==> config.mk <==
export PLATFORM = sky130hd
export DESIGN_NAME = dequantize_rows_to_q18_14
export DESIGN_NICKNAME = d
export VERILOG_FILES = /design/src/rtl/dequant_pkg.sv /design/src/rtl/row_fifo2.sv /design/src/rtl/dequantize_rows_to_q18_14.sv
export SDC_FILE = /design/constraint.sdc
export NUM_CORES = 1
export LEC_CHECK = 0
export BUFFER_PORTS_ARGS = -buffer_cell sky130_fd_sc_hd__buf_2
export CORE_AREA = 10 10 598 600
export CTS_CLUSTER_DIAMETER = 50
export CTS_CLUSTER_SIZE = 28
export DETAILED_ROUTE_END_ITERATION = 8
export DIE_AREA = 0 0 608 610
export GPL_TIMING_DRIVEN = 0
export SETUP_SLACK_MARGIN = 0.02
export SLEW_MARGIN = 20
export SYNTH_ARGS = -nofsm -noshare
export SYNTH_HDL_FRONTEND = slang
export SYNTH_SLANG_ARGS = --single-unit
==> constraint.sdc <==
create_clock -name i_clk -period 63.8 [get_ports i_clk]
set_input_delay 12.76 -clock i_clk [delete_from_list [all_inputs] [get_ports i_clk]]
set_output_delay 12.76 -clock i_clk [all_outputs]
set_load 0.01 [all_outputs]
==> src/rtl/dequant_pkg.sv <==
// Shared constants and frame-state encoding for the Q2.14 -> Q18.14 row dequantizer.
package dequant_pkg;

    localparam int Q2_14_FRAC  = 14;
    localparam int Q18_14_FRAC = 14;
    localparam int IN_W        = 16;
    localparam int OUT_W       = 32;
    localparam int DEF_SHIFT   = 3;

    typedef enum logic [1:0] {
        IDLE   = 2'd0,
        STREAM = 2'd1,
        DONE   = 2'd2
    } state_e;

endpackage

==> src/rtl/row_fifo2.sv <==
// Two-entry synchronous FIFO holding whole rows; flush empties it in one cycle.
module row_fifo2 #(
    parameter int W = 32
) (
    input  logic         i_clk,
    input  logic         i_rst_n,
    input  logic         i_flush,
    input  logic         i_push,
    input  logic         i_pop,
    input  logic [W-1:0] i_data,
    output logic [1:0]   o_count,
    output logic [W-1:0] o_head
);

    logic [W-1:0] mem [2];
    logic         wr_ptr;
    logic         rd_ptr;
    logic [1:0]   count;
    logic         do_push;
    logic         do_pop;

    assign do_push = i_push && (count != 2'd2);
    assign do_pop  = i_pop  && (count != 2'd0);

    // NOTE: sequential state uses non-blocking assignments so every register
    // samples the pre-edge values of its neighbours, independent of block order.
    always_ff @(posedge i_clk) begin
        if (!i_rst_n) begin
            // NOTE: the storage is reset because the head is visible on the output
            // and must read as zero out of reset; with only two entries this is cheap.
            mem[0] <= '0;
            mem[1] <= '0;
            wr_ptr <= 1'b0;
            rd_ptr <= 1'b0;
            count  <= 2'd0;
        end else if (i_flush) begin
            wr_ptr <= 1'b0;
            rd_ptr <= 1'b0;
            count  <= 2'd0;
        end else begin
            if (do_push) begin
                mem[wr_ptr] <= i_data;
                wr_ptr      <= ~wr_ptr;
            end
            if (do_pop) begin
                rd_ptr <= ~rd_ptr;
            end
            case ({do_push, do_pop})
                2'b10:   count <= count + 2'd1;
                2'b01:   count <= count - 2'd1;
                default: count <= count;
            endcase
        end
    end

    assign o_count = count;
    assign o_head  = mem[rd_ptr];

endmodule

==> src/rtl/dequantize_rows_to_q18_14.sv <==
// Widens Q2.14 softmax rows to Q18.14 (x8 scale restore), buffers two rows,
// and tags each output row with its index within the frame.
module dequantize_rows_to_q18_14
    import dequant_pkg::*;
#(
    parameter int ROWS   = 32,
    parameter int COLS   = 32,
    parameter int IN_W   = dequant_pkg::IN_W,
    parameter int OUT_W  = dequant_pkg::OUT_W,
    parameter int SHIFT  = DEF_SHIFT,
    localparam int IDX_W = (ROWS > 1) ? $clog2(ROWS) : 1
) (
    input  logic                       i_clk,
    input  logic                       i_rst_n,
    input  logic                       i_flush,
    input  logic                       i_valid,
    output logic                       o_ready,
    input  logic [COLS-1:0][IN_W-1:0]  i_row,
    output logic                       o_valid,
    input  logic                       i_ready,
    output logic [COLS-1:0][OUT_W-1:0] o_row,
    output logic [IDX_W-1:0]           o_row_idx,
    output logic                       o_last,
    output logic                       o_frame_done
);

    if (SHIFT > 15) begin : g_shift_check
        $error("SHIFT above 15 overflows the Q18.14 range");
    end

    logic [COLS-1:0][OUT_W-1:0] conv_row;
    logic [1:0]                 count;
    logic                       push;
    logic                       pop;
    state_e                     state, state_n;
    logic [IDX_W-1:0]           out_idx, out_idx_n;
    logic                       at_last;

    // Sign-extend then shift: the widened range makes saturation unnecessary.
    for (genvar c = 0; c < COLS; c++) begin : g_conv
        assign conv_row[c] = {{(OUT_W-IN_W){i_row[c][IN_W-1]}}, i_row[c]} << SHIFT;
    end

    assign o_ready = (count != 2'd2);
    assign o_valid = (count != 2'd0);
    assign push    = i_valid && o_ready && !i_flush;
    assign pop     = o_valid && i_ready && !i_flush;

    row_fifo2 #(
        .W (COLS*OUT_W)
    ) u_fifo (
        .i_clk   (i_clk),
        .i_rst_n (i_rst_n),
        .i_flush (i_flush),
        .i_push  (push),
        .i_pop   (pop),
        .i_data  (conv_row),
        .o_count (count),
        .o_head  (o_row)
    );

    assign at_last = (out_idx == IDX_W'(ROWS-1));

    // NOTE: every output of this block is given a default first, so no path
    // through the case leaves a variable unassigned and no latch is inferred.
    always_comb begin
        state_n   = state;
        out_idx_n = out_idx;
        unique case (state)
            IDLE, DONE: begin
                if (pop) begin
                    state_n   = (ROWS == 1) ? DONE : STREAM;
                    out_idx_n = (ROWS == 1) ? '0 : IDX_W'(1);
                end else begin
                    state_n   = IDLE;
                    out_idx_n = '0;
                end
            end
            STREAM: begin
                if (pop) begin
                    state_n   = at_last ? DONE : STREAM;
                    out_idx_n = at_last ? '0 : out_idx + IDX_W'(1);
                end
            end
            default: begin
                state_n   = IDLE;
                out_idx_n = '0;
            end
        endcase
    end

    always_ff @(posedge i_clk) begin
        if (!i_rst_n || i_flush) begin
            state   <= IDLE;
            out_idx <= '0;
        end else begin
            state   <= state_n;
            out_idx <= out_idx_n;
        end
    end

    assign o_row_idx    = out_idx;
    assign o_last       = o_valid && at_last;
    assign o_frame_done = (state == DONE);

endmodule

==> run metrics, run 1 <==
H-tree Lvls=4; Fill cells=37495; Nets=5597; final setup violation count=0; R2R cell count=11; post-CTS setup buffers=0; clock root cell=clkbuf_16; largest net degree at the start of global routing=49; drt first pass iters=5; post-CTS sizing=0; port buffer count=1453; final worst path period share=26.6%; die area=371000 um2; f_max=58.9 MHz; Final Instance Area=68900 um2; share of layout cells above drive strength 1=57.7%; Residual DRC=0; cells after synthesis=3319; VDD IR max=0.0185 mV; CP delay by family, top=buffers and inverters; WS Path Type=reg -> out; status=completed; initial antenna violation count=159; CTS buffer count=154; hold path endpoint=o_row_idx[3]$_SDFFE_PP0P_; routability cong.=0.802; DRT iter0 DRCs=2392; Worst setup SP type=register; CP max stage delay=0.72 ns; clk slew on worst S/H paths=0.06 ns; Total Routing Usage GR=13.5%; Hold Crit Class=reg -> reg; Hold Path Depth=2; first-pass GRT wire length=332 mm; Ports=1550; Die H=610 um; Critical Path Fanout Max=15; R2R Setup Slk=59.66 ns; Setup TNS=0 ns; sequential area share after synthesis=63.6%; Worst-Skew Late Latency=0.83 ns; placed inst area=63500 um2; Die W=608 um; unrepaired setup endpoints after global routing=no; buffers and inverters on the worst path=5; Worst Setup End Kind=output port; most frequent CP cell=buf_2; Max-cap violations=0; crit path time final=16.98 ns; endpoints failing hold=0; Starting Density=14.1%; reg2reg start=u_fifo.o_count[0]$_SDFFE_PP0P_; number of global-route vias before repair=32106; distinct cell type count after synthesis=36; Placed Cells=9499; Cell Pwr Density=27.5 nW/um2; commonest non-fill, non-tap cells in the layout=buf_2, edfxtp_1, and2_1; Std-Cell Rows=216; Leak=29.4 nW; slowest CP cell=mux2_2; Yosys warnings=0; mapped cell area=48700 um2; max_slew headroom=35.8%; Worst Hold Launch=o_row_idx[3]$_SDFFE_PP0P_; core box area=345000 um2; Yosys reg bits=1036; CP cell instances=clkbuf_1 > clkbuf_4 > buf_2 > mux2_2 > buf_4 > buf_2; routed wire length per instance=26.7 um; dpl hpwl=221 mm; Area Growth Syn to Fin=41.3%; antenna viol nets, final=0; vias per inst=3.30; max-slew violations=0; commonest non-fill, non-tap cell in the layout=buf_2; Max clock buf depth=4; fin cells=9839; Overflow after GRT=0; skew final=0.0672 ns; synthesized area per cell=14.7 um2; WP data arrival=4.22 ns; worst r2r dst=u_fifo.mem[1][521]$_SDFFCE_PN0P_; CTS tree=built; worst-margin pin slew=0.963 ns; Hold Buf Count CTS=0; final WL=263 mm; CP required=51.04 ns; routed via count=32425; Tot Pwr=1.89 mW; CTS sink cnt=1036; final core utilization=19.9%
worst reg2reg max path, stage by stage, from the launching register on:
cell and delay, ns:
dfxtp_1 0.43, nor2b_4 0.09, inv_1 0.07, and4_1 0.33, buf_4 0.22, buf_2 0.42, nand2b_4 0.63, buf_16 0.33
buf_16 0.35, buf_16 0.30, buf_12 0.29, buf_16 0.29
worst max path at each step:
stage / end / slack (ns) / cells after the start
floorplan: u_fifo.mem[0][0]$_SDFFCE_PN0P_ / 12.80 / 3
global placement: u_fifo.mem[0][471]$_SDFFCE_PN0P_ / -17.18 / 4
detailed placement: u_fifo.mem[1][650]$_SDFFCE_PN0P_ / 46.97 / 11
CTS: o_row[86] / 46.38 / 6
global route: o_row[88] / 46.49 / 6
finish: o_row[663] / 46.82 / 6
sequential cells by signal (all words and copies together), names as in the netlist, named ones only:
name and count:
u_fifo.mem 1024, o_row_idx 5, state 2, u_fifo.o_count 2, u_fifo.rd_ptr 1, u_fifo.wr_ptr 1
layout make-up:
type	instances	area (um2)	share of cell area (%)
Clock inverter	112	1310	1.90
Inverter	4	15.0	0.0218
Multi-Input combinational cell	1689	13000	18.9
Timing Repair Buffer	1507	8630	12.5
Tap cell	4578	5730	8.32
Clock buffer	165	3920	5.69
Sequential cell	1036	31000	45.0
Antenna cell	63	158	0.229
Buffer	685	5100	7.41
cells in the mapped netlist, drive strengths merged:
cell type	instances	area (um2)
a21oi	9	45.0
a31oi	2	12.5
and2	1024	6510
and3	1	6.26
and4	1	8.76
and4b	1	10.0
buf	612	4790
clkbuf	73	284
conb	1	3.75
dfxtp	12	240
edfxtp	1024	30700
ha	3	37.5
inv	4	15.0
mux2	512	5770
nand2	1	3.75
nand2b	3	18.8
nand3	3	15.0
nand4	2	12.5
nor2	5	18.8
nor2b	6	45.0
nor3	1	5.00
nor4	2	27.5
o211ai	1	7.51
o21ai	6	30.0
o31ai	3	22.5
or3	5	33.8
xnor2	1	8.76
xor2	1	8.76
report_power, final:
group	internal (mW)	switching [mW]
registers	0.785	0.00759
clock network	0.505	0.360
logic	0.100	0.136
cells by family (layout without fill, tap and decap cells):
logic type / Yosys count / in the layout / synth area share, %
xor+xnor: 2 / 2 / 0.0359
mux: 512 / 512 / 11.8
other cells: 1 / 159 / 0.00769
fa+ha+maj: 3 / 3 / 0.0770
compound gates: 21 / 21 / 0.241
flops: 1036 / 1036 / 63.6
buf+inv: 689 / 2473 / 10.5
simple gates: 1055 / 1055 / 13.8
metal layers:
layer	vias up	global-route usage [%]	routed length, um
li1	14610	-	-
met1	15815	14.3	92600
met2	1477	25.3	138000
met3	447	5.22	25300
met4	76	2.67	6280
met5	-	0	502
through the flow:
stage	setup WS, ns	hold slack (ns)
2_1_floorplan	12.80	0.469
3_5_place_dp	46.97	0.492
3_3_place_gp	-17.18	0.491
5_1_grt	46.49	0.535
4_1_cts	46.38	0.500
6_report	46.82	0.501
(Power assumes the default switching activity.)
==> inputs of run 2 (changes only) <==
ABC_AREA = 1   (was not set)
CORE_AREA = 10 10 593 595   (was 10 10 598 600)
DIE_AREA = 0 0 603 605   (was 0 0 608 610)
clock period = 15.5 ns   (was 63.8 ns; I/O delays follow)
==> run metrics, run 2 <==
CP cell instances=buf_2 > buf_2 > buf_2 > mux2_2 > buf_4 > buf_2; Worst Hold Launch=u_fifo.rd_ptr$_SDFFE_PP0P_; Total Routing Usage GR=12.9% (-0.62 points); Placed Cells=9941 (+4.7%); Ports=1550 (unchanged); crit path time final=7.31 ns; clk slew on worst S/H paths=0.06 ns (about the same); Nets=6073 (+8.5%); Hold Crit Class=reg -> reg; commonest cells in the netlist=edfxtp_1, nor2_1, inv_1; first-pass GRT wire length=317 mm (-4.6%); largest net degree at the start of global routing=85 (+73%); antenna viol nets, final=0 (unchanged); commonest non-fill, non-tap cell in the layout=buf_2; CTS sink cnt=1036 (unchanged); Yosys reg bits=1036 (unchanged); Post-synth EDFFs=1024 (unchanged); final setup violation count=0 (unchanged); dpl hpwl=202 mm (-8.6%); routability cong.=0.802 (about the same); fin cells=10236 (+4.0%); reg2reg start=u_fifo.o_count[0]$_SDFFE_PP0P_; VDD IR max=0.0670 mV (+260%); Die H=605 um (-0.82%); CP max stage delay=0.80 ns (+0.08 ns); count leader, synth=edfxtp_1; post-CTS sizing=0 (unchanged); Die W=603 um (-0.82%); Hold Buf Count CTS=0 (unchanged); Worst Setup End Kind=output port; number of global-route vias before repair=33437 (+4.1%); synthesized area per cell=12.7 um2 (-14%); max FFs per register=1024 (unchanged); CTS buffer count=146 (-5.2%); Setup WS post-layout=8.19 ns (-38.63 ns); unrepaired setup endpoints after global routing=no; Max clock buf depth=4 (unchanged); commonest non-fill, non-tap cells in the layout=buf_2, edfxtp_1, nor2_1; WS Path Type=reg -> out; f_max=137 MHz; Max-cap violations=0 (unchanged); DRT iter0 DRCs=2358 (-1.4%); status=completed; WP data arrival=4.21 ns (about the same); Main synth FF type=edfxtp_1; Largest Register=u_fifo.mem; CTS tree=built; Critical Path Fanout Max=14 (-1); H-tree Lvls=4 (unchanged); cells after synthesis=3844 (+16%); routed via count=33583 (+3.6%); max_slew headroom=34.2% (-1.5 points); vias per inst=3.28 (-0.45%); port buffer count=1453 (unchanged); Post-Place Worst Slack=8.47 ns (-38.51 ns); post-CTS setup buffers=0 (unchanged); Leak=30.5 nW (+3.9%); core box area=339000 um2 (-1.8%); Std-Cell Rows=214 (-0.93%); final worst path period share=47.2%; initial antenna violation count=104 (-35%); Residual DRC=0 (unchanged); post-synth top area cell=edfxtp_1; top cells by area, synth=edfxtp_1, mux2_2, buf_4; drt first pass iters=5 (unchanged); max-slew violations=0 (unchanged); sequential area share after synthesis=63.7% (+0.075 points); mapped cell area=48700 um2 (-0.12%); buffers and inverters on the worst path=5 (unchanged); clock root cell=clkbuf_16; Area Growth Syn to Fin=38.2%; most frequent CP cell=buf_2; CP required=12.40 ns (-38.64 ns); Cell Pwr Density=112 nW/um2 (+310%); share of layout cells above drive strength 1=54.6% (-3.1 points); slowest CP cell=mux2_2; routed wire length per instance=24.4 um (-8.9%); final WL=249 mm (-5.3%); worst-margin pin slew=0.986 ns (+0.0232 ns); die area=365000 um2 (-1.6%); skew final=0.0575 ns (-0.00966 ns); distinct cell type count after synthesis=20 (-44%); post-synth top area share=63.2% (+0.075 points); Worst-Skew Late Latency=0.84 ns (about the same); CP delay by family, top=buffers and inverters; Yosys warnings=0 (unchanged); Worst setup SP type=register; Starting Density=14.4% (+0.24 points); Async SR Flop Fraction=0% (unchanged); endpoints failing hold=0 (unchanged); Overflow after GRT=0 (unchanged)
## run 2: cell count changes after synthesis, moves of 16 or more
cell,before,now
and2_1,941,0
and2_2,83,0
buf_2,49,65
buf_6,6,103
buf_8,40,1
clkbuf_1,65,0
inv_1,4,524
nand2_1,1,18
nor2_1,5,858
nor2_2,0,180
## run 2: area by class of cell
type	instances	area [um2]
tap	4536	5680
clock inverter	111	1150
antenna	35	87.6
fill	36995	272000
buffer	683	5360
timing repair buffer	1466	7630
sequential	1036	31000
clock buffer	149	3660
multi-input combinational	1693	10700
inverter	527	1980
## run 2: kinds of logic (layout without fill, tap and decap cells)
logic type | Yosys count | count (layout) | synth area share (%)
adder cells (fa/ha/maj) | 3 | 3 | 0.0771
multiplexers | 512 | 512 | 11.8
flip-flops | 1036 | 1036 | 63.7
AO/OA/AOI/OAI | 15 | 15 | 0.159
other | 1 | 131 | 0.00770
buffers and inverters | 1210 | 2936 | 15.1
AND/OR/NAND/NOR | 1067 | 1067 | 9.19
## run 2: worst reg2reg max path, cell delays in order, from the launching register on
cell,delay (ns)
dfxtp_1,0.36
inv_2,0.07
nand2_2,0.14
nand2_2,0.09
inv_2,0.08
nand3_1,0.19
buf_4,0.27
buf_6,0.20
buf_6,0.25
nand2_8,0.54
buf_16,0.44
buf_16,0.62
## run 2: worst paths after layout
check / endpoint / slack (ns) / cells after the start
worst max register to register: u_fifo.mem[0][854]$_SDFFCE_PN0P_ / 11.74 / 11
worst min-delay path: u_fifo.rd_ptr$_SDFFE_PP0P_ / 0.46 / 1
worst max-delay path: o_row[856] / 8.19 / 6
worst min register to register: u_fifo.rd_ptr$_SDFFE_PP0P_ / 0.46 / 1
## run 2: per-stage QoR
stage / utilization (%) / hold WS, ns / area, um2 / setup TNS (ns) / total power, mW
5_1_grt: 19.8 / 0.485 / 67300 / 0 / 7.82
6_report: 19.8 / 0.458 / 67300 / 0 / 7.53
3_3_place_gp: 18.3 / 0.435 / 62000 / -1570.14 / 4.34
3_5_place_dp: 18.4 / 0.447 / 62400 / 0 / 4.28
2_1_floorplan: - / 0.425 / 49000 / 0 / 3.81
4_1_cts: 19.8 / 0.453 / 67200 / 0 / 7.67
## run 2: power breakdown
group	total, mW	internal [mW]	switching, mW
logic	0.931	0.366	0.565
clock network	3.34	1.87	1.47
registers	3.26	3.23	0.0310
total	7.53	5.46	2.06
## run 2: layer usage
metal	part of all wire, %	GRT usage (%)	up-vias
met5	0.061	0	-
met4	2.3	2.87	24
met3	7.6	3.81	336
met2	53	24.0	1351
met1	37	14.4	16385
li1	-	-	15487
